[config.mk]
export PLATFORM = sky130hd
export DESIGN_NAME = cache_line_refill
export DESIGN_NICKNAME = d
export VERILOG_FILES = /design/src/rtl/cache_line_refill_pkg.sv /design/src/rtl/cache_line_refill.sv
export SDC_FILE = /design/constraint.sdc
export NUM_CORES = 1
export LEC_CHECK = 0
export BUFFER_PORTS_ARGS = -buffer_cell sky130_fd_sc_hd__buf_2
export CAP_MARGIN = 20
export CORE_UTILIZATION = 37
export CTS_CLUSTER_SIZE = 10
export DETAILED_ROUTE_END_ITERATION = 12
export GPL_ROUTABILITY_DRIVEN = 0
export MAX_ROUTING_LAYER = met4
export PLACE_DENSITY = 0.91
export RECOVER_POWER = 50
export SLEW_MARGIN = 5
export SYNTH_ARGS = -nofsm -noshare
export SYNTH_HDL_FRONTEND = slang
export SYNTH_SLANG_ARGS = --single-unit
[constraint.sdc]
create_clock -name clk -period 1.85 [get_ports clk]
set_input_delay 0.0925 -clock clk [delete_from_list [all_inputs] [get_ports clk]]
set_output_delay 0.0925 -clock clk [all_outputs]
set_load 0.01 [all_outputs]
[src/rtl/cache_line_refill_pkg.sv]
// Shared defaults for the cache line-refill stage.
// Geometry matches the cache's default configuration.
package cache_line_refill_pkg;

    localparam int CLR_N_WAYS     = 8;
    localparam int CLR_LINE_OFF_W = 7;
    localparam int CLR_WORD_OFF_W = 3;
    localparam int CLR_TAG_W      = 20;
    localparam int CLR_DATA_W     = 32;

    // Width of a back-end word address {tag, index, word}.
    function automatic int be_addr_w(input int tag_w, input int line_w,
                                     input int word_w);
        return tag_w + line_w + word_w;
    endfunction

endpackage

[src/rtl/cache_line_refill.sv]
// Read-miss refill: fetch a whole line word by word into the
// victim way, then commit tag/valid and update the policy.
module cache_line_refill
    import cache_line_refill_pkg::*;
#(
    parameter int N_WAYS     = CLR_N_WAYS,
    parameter int NWAY_W     = $clog2(N_WAYS),
    parameter int LINE_OFF_W = CLR_LINE_OFF_W,
    parameter int WORD_OFF_W = CLR_WORD_OFF_W,
    parameter int TAG_W      = CLR_TAG_W,
    parameter int DATA_W     = CLR_DATA_W,
    parameter int BE_ADDR_W  = be_addr_w(TAG_W, LINE_OFF_W, WORD_OFF_W)
) (
    input  logic                  clk,
    input  logic                  reset,
    input  logic                  miss,
    input  logic [TAG_W-1:0]      miss_tag,
    input  logic [LINE_OFF_W-1:0] miss_index,
    input  logic [NWAY_W-1:0]     way_select_bin,
    output logic                  busy,
    output logic                  be_valid,
    output logic [BE_ADDR_W-1:0]  be_addr,
    input  logic                  be_ready,
    input  logic [DATA_W-1:0]     be_rdata,
    output logic [N_WAYS-1:0]     fill_we,
    output logic [LINE_OFF_W-1:0] fill_index,
    output logic [WORD_OFF_W-1:0] fill_word,
    output logic [DATA_W-1:0]     fill_wdata,
    output logic [N_WAYS-1:0]     tag_we,
    output logic [TAG_W-1:0]      tag_wdata,
    output logic                  policy_we,
    output logic [N_WAYS-1:0]     policy_way_hit,
    output logic [LINE_OFF_W-1:0] policy_line_addr,
    output logic                  done
);

    localparam logic [1:0] ST_IDLE   = 2'd0;
    localparam logic [1:0] ST_FETCH  = 2'd1;
    localparam logic [1:0] ST_COMMIT = 2'd2;

    typedef enum logic [1:0] {
        IDLE   = ST_IDLE,
        FETCH  = ST_FETCH,
        COMMIT = ST_COMMIT
    } state_e;

    state_e                  state_q,    state_d;
    logic [WORD_OFF_W-1:0]   word_cnt_q, word_cnt_d;
    logic [TAG_W-1:0]        tag_q,      tag_d;
    logic [LINE_OFF_W-1:0]   index_q,    index_d;
    logic [NWAY_W-1:0]       way_q,      way_d;
    logic [N_WAYS-1:0]       way_oh;

    assign way_oh           = N_WAYS'(1) << way_q;
    assign fill_index       = index_q;
    assign policy_line_addr = index_q;
    assign fill_word        = word_cnt_q;
    assign be_addr          = {tag_q, index_q, word_cnt_q};
    assign busy             = (state_q != IDLE);

    // State, word counter and miss latches.
    always_ff @(posedge clk or negedge reset) begin
        if (!reset) begin
            state_q    <= IDLE;
            word_cnt_q <= '0;
            tag_q      <= '0;
            index_q    <= '0;
            way_q      <= '0;
        end else begin
            state_q    <= state_d;
            word_cnt_q <= word_cnt_d;
            tag_q      <= tag_d;
            index_q    <= index_d;
            way_q      <= way_d;
        end
    end

    // Next state and per-cycle memory/back-end/policy strobes.
    always_comb begin
        state_d        = state_q;
        word_cnt_d     = word_cnt_q;
        tag_d          = tag_q;
        index_d        = index_q;
        way_d          = way_q;
        be_valid       = 1'b0;
        fill_we        = '0;
        fill_wdata     = '0;
        tag_we         = '0;
        tag_wdata      = '0;
        policy_we      = 1'b0;
        policy_way_hit = '0;
        done           = 1'b0;
        unique case (state_q)
            IDLE: begin
                if (miss) begin
                    tag_d      = miss_tag;
                    index_d    = miss_index;
                    way_d      = way_select_bin;
                    word_cnt_d = '0;
                    state_d    = FETCH;
                end
            end
            FETCH: begin
                be_valid = 1'b1;
                if (be_ready) begin
                    fill_we    = way_oh;
                    fill_wdata = be_rdata;
                    word_cnt_d = word_cnt_q + WORD_OFF_W'(1);
                    if (&word_cnt_q) begin
                        state_d = COMMIT;
                    end
                end
            end
            COMMIT: begin
                tag_we         = way_oh;
                tag_wdata      = tag_q;
                policy_we      = 1'b1;
                policy_way_hit = way_oh;
                done           = 1'b1;
                state_d        = IDLE;
            end
            default: begin
                state_d = IDLE;
            end
        endcase
    end

endmodule

# --- Yosys cells after proc, flatten, opt, wreduce, memory -nomap -nowiden ---
# Index checks and enable logic that the tools add are counted.
op_classes:
  addsub: 1
  eq_ne: 5
  shift: 1
  n_mux: 15
  n_reduce_logical: 7
ops:
  columns: ["operator", "n"]
  rows:
  - ["32-bit 2-to-1 mux", 2]
  - ["8-bit 2-to-1 mux", 3]
  - ["20-bit 2-to-1 mux", 1]
  - ["3-bit AND reduction", 3]
  - ["1-bit by 3-bit left shift with 8-bit output (first input constant)", 1]
  - ["2-bit 2-to-1 mux", 3]
  - ["3-bit 2-to-1 mux", 2]
  - ["2-bit != test (second input constant)", 3]
  - ["3-bit case mux with 2 select lines", 1]
  - ["2-bit case mux with 2 select lines", 1]
  - ["2-bit nonzero test", 2]
  - ["3-bit by 1-bit adder with 3-bit output (second input constant)", 1]
  - ["2-bit by 1-bit == test with 1-bit output (second input constant)", 1]
  - ["2-bit == test (second input constant)", 1]
  - ["2-bit logical NOT", 1]
  - ["1-bit 2-to-1 mux", 2]
  - ["2-bit AND reduction", 1]
word_totals:
  regBits: 35
  inputBits: 66
  out_inout_bits: 127
  elab_cells: 34

# --- Depth between registers and ports, before layout ---
# Gate-level depths: netlist (run 1).
depth:
  word_depth: 4
  depth_mapped: 4
  depth_no_buf: 4

# --- Worst setup path before layout (run 1) ---
# Ideal clock, no wire load.
synth_path:
  kind: "reg-to-output"
  from: "register state_q[0]"
  to: "output port tag_we[2]"
  t_arrival_ns: 1.345
  required_ns: 1.757
  path_slack_ns: 0.413
  stages_incl_launch_ff: 5
  path_buffers: 2
  path_cell_list: "dfrtp_1 clkbuf_1 nand3b_1 nor3_1 buf_4"
synth_between:
  elab_chain_len: 2
synth_lines:
  columns: ["element", "line", "rtl"]
  rows:
  - ["start: declaration", "cache_line_refill.sv:47", "state_e state_q, state_d;"]
  - ["start signal: assignment", "cache_line_refill.sv:70", "state_q <= state_d;"]
  - ["2-bit == test", null, null]
  - ["8-bit 2-to-1 mux", null, null]
  - ["end: declaration", "cache_line_refill.sv:29", "output logic [N_WAYS-1:0] tag_we,"]
# No other way between the ends.

# --- Final worst setup path (run 1) ---
layout_path:
  from: "register state_q[1]"
  to: "register index_q[4], in the netlist fill_index[4]"
layout_between:
  elab_chain_len: 2
layout_lines:
  columns: ["element", "line", "rtl"]
  rows:
  - ["2-bit logical NOT", "cache_line_refill.sv:93", "unique case (state_q)"]
  - ["2-bit AND reduction (no line)", null, null]
  - ["end signal: assignment", "cache_line_refill.sv:73", "index_q <= index_d;"]
  - ["end: declaration", "cache_line_refill.sv:50", "logic [LINE_OFF_W-1:0] index_q, index_d;"]
# No other way between the ends.
# A chain may end at the register's enable or synchronous reset.

==> results of run 1 <==
worst max path at each step:
stage	to	slack (ps)	cells past startpoint
after floorplan	tag_we[2]	410	4
after global placement	tag_q[6]	380	3
after detailed placement	tag_wdata[1]	300	4
after CTS	tag_wdata[1]	40	4
after global routing	fill_wdata[6]	60	4
final	fill_index[4]	150	3
area by class of cell:
type,count,share of cell area
clock buffers,5,0.0228
clock inverters,3,0.0153
well taps,72,0.0298
flip-flops and latches,35,0.290
multi-input cells,126,0.318
inverters,2,0.00331
repair buffers,199,0.320
registers in the layout, indices dropped and copies added, names as in the netlist:
name        flops
fill_word       3
state_q         2
tag_q          20
fill_index      7
way_q           3
worst max-delay path: stages, from the launching register on:
cell	delay [ps]
dfrtp_1	490
nor3b_1	460
clkbuf_2	290
mux2_1	350
cell families after synthesis:
group                      count (synthesis)  synth area share
and+or+nand+nor                           89             0.268
buffers and inverters                     40             0.125
DFF                                       35             0.416
muxes                                     30             0.160
AOI/OAI and AO/OA                          5            0.0190
adders and majority gates                  2            0.0119
power by group:
group | switching [mW] | internal [mW]
sequential | 0.387 | 1.13
combinational | 0.888 | 0.753
clock | 0.283 | 0.406
total | 1.56 | 2.29
Yosys cell counts (2+ instances only):
library cell and number:
clkbuf_1 5, nor2_1 7, and4b_1 2, buf_4 29, nor4_1 3, mux2_1 30
nand2b_1 5, ha_1 2, buf_2 4, a211o_1 3, and2_1 53, nor3_1 6
and3b_1 4, dfrtp_1 35, nand2_1 2, nand3b_1 2
layout by cell type (no fill, tap or decap), types with 2 or more instances in the layout:
cell and n:
clkbuf_1 53, mux2_1 30, a211o_1 3, nor4_1 3, nand3b_1 2, clkbuf_8 5
and4b_1 2, buf_2 138, clkbuf_2 2, nor3_1 6, nand2b_1 5, ha_1 2
dlygate4sd3_1 4, nand2_1 2, and2_1 53, dfrtp_1 34, and3b_1 4, nor2_1 7
routing by layer:
metal,GRT usage,routed length [um],vias to the layer above
met3,0.0529,410,2
li1,-,-,975
met4,0.0698,29,0
met2,0.358,3020,120
met1,0.183,2070,964
met5,-,0,-
repair_timing:
| item | 4_1_cts | 5_1_grt |
|---|---|---|
| hold buffers | 1 | 3 |
| resized for setup | 1 | 1 |
| setup buffers | 0 | 0 |
| setup endpoints to repair | 5 | 56 |
| endpoints found under the hold margin | 35 | 3 |
| pin swaps | 0 | 0 |
stage by stage:
step | setup WS [ps] | std cells | area, sq um | utilization | hold WS (ps)
4_1_cts | 35.5 | 439 | 3070 | 0.558 | 6.27
6_report | 151 | 442 | 3020 | 0.549 | 19.6
3_3_place_gp | 383 | 430 | 2940 | 0.534 | 199
3_5_place_dp | 298 | 430 | 2940 | 0.534 | 222
2_1_floorplan | 413 | 201 | 2110 | - | -203
5_1_grt | 58.8 | 442 | 3020 | 0.549 | 3.42
==> impl_metrics.yaml, run 1 <==
run_status:
  outcome: "completed"
timing:
  fmax_mhz: 589
  slew_headroom: 0.429
  skew_ps: 10.6
  worst_pin_slew_ps: 856
  setup_viol: 0
  slew_viol_final: 0
  post-route-period-util: 0.918
  final_hold_viol_count: 0
  fin_tns_setup_ps: 0
  period_needed_ps: 1700
  rsz0062_at_grt: "false"
synthesis:
  ys.flop_type: "dfrtp_1"
  synth.area.top_cells: "dfrtp_1 (42%), mux2_1 (16%), and2_1 (16%)"
  yosysTopAreaCell: "dfrtp_1"
  synth-async-reset-ratio: 1.00
  synthDistinctLibCells: 25
  syn_area_sq_um: 2110
  synth_top_area_share: 0.416
  syn_inst: 201
  synth_fp_nets: 269
  synth_edf_count: 0
  ys_seq_area_frac: 0.416
  yosys_warnings: 0
  syn_avg_cell_area_sq_um: 10.5
  synth_seq_cells: 35
clock_network:
  numCtsBuffers: 5
  clockRootBuffer: "clkbuf_8"
  clk_latency_ps: 280
  cts_max_level: 2
  cts_tree: "yes"
  path_clk_slew_ps: 70
  cts.sinks: 35
  clock_path_buffers: 2
floorplan:
  core_area_sq_um: 5510
  ios: 193
  fp.dieH_um: 77.5
  dieArea_sq_um: 6000
  rows: 27
  die_w_um: 77.5
  start_util: 0.383
critical_path:
  crit_type: "reg -> reg"
  cp_data_arrival_time_ps: 1860
  crit_path_start_kind: "register"
  crit_fanout: 13
  rr_endpoint: "fill_index[4]"
  reg2reg_from: "state_q[1]"
  startpoint: "state_q[1]"
  r2r_cells: 3
  rrSetupSlack_ps: 150
  crit_required_ps: 2020
  end_kind: "register"
pwr:
  leakage_nw: 1.64
  peakVddDrop_mv: 0.732
  total_power_mw: 3.85
  power.density_nw_per_um2: 1270
final_layout:
  areaGrowthSynthToFinish_pct: 43.4
  fillers: 523
  drive_above_1_share: 0.414
  final_net_count: 437
  multi_input_area_sq_um: 962
  diodes: 0
  seqCellArea_sq_um: 877
drt:
  drtIter0Drc: 69
  ant_nets: 0
  drc: 0
  dr.pass1.iters: 4
  wl_mm: 5.53
  vias: 2061
  avgViaCountPerCell: 4.66
  wl_per_cell_um: 12.5
grt:
  grt_max_degree: 36
  antenna_found_initial: 0
  grt_overflow: 0
  grt_pass1_wl_mm: 8.73
  grt.total_usage: 0.190
  first_global_vias: 1957
run:
  cap_violations: 0
min_path:
  hold_class: "in -> reg"
  hold-path-endpoint: "way_q[0]"
  worstHoldPathCells: 2
  hp-start: "way_select_bin[0]"
place:
  post-dp-hpwl_mm: 4.35
  portBuffers: 192
Power figures use the tool's default switching activity.
==> inputs of run 2 (changes only) <==
--- a/config.mk
+++ b/config.mk
@@ -8,13 +8,14 @@
 export BUFFER_PORTS_ARGS = -buffer_cell sky130_fd_sc_hd__buf_2
 export CAP_MARGIN = 20
 export CORE_UTILIZATION = 37
+export CTS_BUF_LIST = sky130_fd_sc_hd__clkbuf_4
 export CTS_CLUSTER_SIZE = 10
 export DETAILED_ROUTE_END_ITERATION = 12
 export GPL_ROUTABILITY_DRIVEN = 0
 export MAX_ROUTING_LAYER = met4
 export PLACE_DENSITY = 0.91
 export RECOVER_POWER = 50
-export SLEW_MARGIN = 5
+export SLEW_MARGIN = 15
 export SYNTH_ARGS = -nofsm -noshare
 export SYNTH_HDL_FRONTEND = slang
 export SYNTH_SLANG_ARGS = --single-unit
==> impl_metrics.yaml, run 2 (synthesis gave the netlist of run 1 again) <==
run_status:
  outcome: "completed"
final_layout:
  final_common_cell: "buf_2"
  top_register: "tag_q"
  largest_register_ffs: 20
  final_net_count: 464
  diodes: 0
  areaGrowthSynthToFinish_pct: 55.3
  final_cell_mix: "buf_2 (142), and2_1 (53), clkbuf_1 (49)"
  fin_cells: 469
  drive_above_1_share: 0.401
critical_path:
  crit_family: "flip-flops"
  crit_type: "reg -> out"
  crit_path_start_kind: "register"
  worst_path_max_delay_cell: "dfrtp_2"
  crit_fanout: 33
  end_kind: "primary output"
  crit_chain: "and3b_1, buf_4, and2_1, buf_2"
  crit_required_ps: 1760
  cp_num_buf_inv: 2
  cp_data_arrival_time_ps: 1590
  critPathMaxStageDelay_ps: 490
floorplan:
  dieArea_sq_um: 6000
  rows: 27
  core_area_sq_um: 5510
  start_util: 0.383
  ios: 193
  fp.dieH_um: 77.5
  die_w_um: 77.5
pwr:
  peakVddDrop_mv: 0.701
  switchingPower_mw: 1.59
  p_comb_frac: 0.450
  leakage_nw: 1.76
  clockPowerShare: 0.148
  intPower_mw: 2.21
  swShare: 0.419
  power.density_nw_per_um2: 1160
  total_power_mw: 3.81
  seqPwrFrac: 0.402
timing:
  post-route-period-util: 0.911
  skew_ps: 18.1
  rsz0062_at_grt: "false"
  slew_viol_final: 0
  fmax_mhz: 593
  slew_headroom: 0.428
  fin_tns_setup_ps: 0
  period_needed_ps: 1680
  setup_viol: 0
  worst_pin_slew_ps: 858
  final_hold_viol_count: 0
clock_network:
  numCtsBuffers: 5
  cts_max_level: 2
  clockRootBuffer: "clkbuf_4"
  clk_latency_ps: 340
  cts_tree: "yes"
  clock_path_buffers: 2
  path_clk_slew_ps: 100
  cts.sinks: 35
grt:
  first_global_vias: 2112
  antenna_found_initial: 0
  grt_overflow: 0
  grt_pass1_wl_mm: 9.72
  grt_max_degree: 36
  grt.total_usage: 0.212
place:
  portBuffers: 192
  dp.cells: 430
  post-dp-hpwl_mm: 4.35
drt:
  ant_nets: 0
  wl_per_cell_um: 13.3
  drc: 0
  vias: 2216
  dr.pass1.iters: 4
  avgViaCountPerCell: 4.72
  drtIter0Drc: 62
  wl_mm: 6.24
run:
  cap_violations: 0
min_path:
  hold_class: "in -> reg"
==> run 2: cell types whose count changed in the layout (fill, tap and decap cells not counted) <==
cell,before,now
dfrtp_1,34,33
dlygate4sd3_1,4,31
dfrtp_2,1,2
clkbuf_1,53,49
nand2b_1,5,4
nand2b_2,0,1
buf_2,138,142
clkbuf_4,0,5
clkinv_4,0,1
inv_4,1,0
clkbuf_8,5,0
==> run 2: worst paths after layout <==
| check | from | to | slack [ps] | cells after the start |
|---|---|---|---|---|
| worst max-delay path | state_q[1] | fill_wdata[9] | 170 | 4 |
| worst min-delay path | be_ready | state_q[0] | 60 | 2 |
| worst max register to register | state_q[0] | fill_index[4] | 180 | 3 |
| worst min register to register | tag_q[0] | tag_q[0] | 530 | 1 |
| max in group asynchronous | reset | state_q[1] | 850 | 2 |
| min in group asynchronous | reset | tag_q[7] | 390 | 2 |
==> run 2: per-layer routing <==
| metal | GRT usage | wire length [um] | vias up |
|---|---|---|---|
| met5 | - | 0 | - |
| met4 | 0.0887 | 157 | 0 |
| met3 | 0.0506 | 453 | 13 |
| met2 | 0.401 | 3370 | 124 |
| met1 | 0.205 | 2260 | 1047 |
| li1 | - | - | 1032 |
==> run 2: final cells by class <==
type | count | area [sq um]
Timing Repair Buffer | 226 | 1240
Multi-Input combinational cell | 126 | 965
Tap cell | 72 | 90.1
Clock buffer | 5 | 37.5
Fill cell | 506 | 2230
Sequential cell | 35 | 878
Clock inverter | 3 | 46.3
Inverter | 2 | 12.5
==> run 2: worst reg2reg max path, delay by kind of cell, from the launching register on <==
family                 cells  cell delay [ps]
muxes                      1              350
DFF                        1              510
buffers and inverters      1              290
and+or+nand+nor            1              430
==> run 2: metrics by stage <==
stage | cell area [sq um] | worst slack [ps] | util | hold WS, ps
final | 3270 | 165 | 0.594 | 62.8
after global routing | 3270 | 35.3 | 0.594 | 52.0
after CTS | 3340 | 59.4 | 0.607 | 47.7
after detailed placement | 2940 | 298 | 0.534 | 222
after global placement | 2940 | 383 | 0.534 | 199
after floorplan | 2110 | 413 | - | -203
==> run 2: what timing repair did <==
item,in CTS,in global routing
endpoints found under the hold margin,65,0
buffers inserted,0,0
hold buffers,31,0
pin swaps,0,0
setup endpoints to repair,32,54
resized for setup,2,3
==> run 2: power by group through the flow <==
stage                     registers, mW  logic (mW)  clock network [mW]
after floorplan                    1.55        1.13                   0
after global placement             1.49        1.76                   0
after detailed placement           1.52        1.81                   0
after CTS                          1.51        1.86               0.585
after global routing               1.59        1.87               0.620
final                              1.53        1.71               0.565
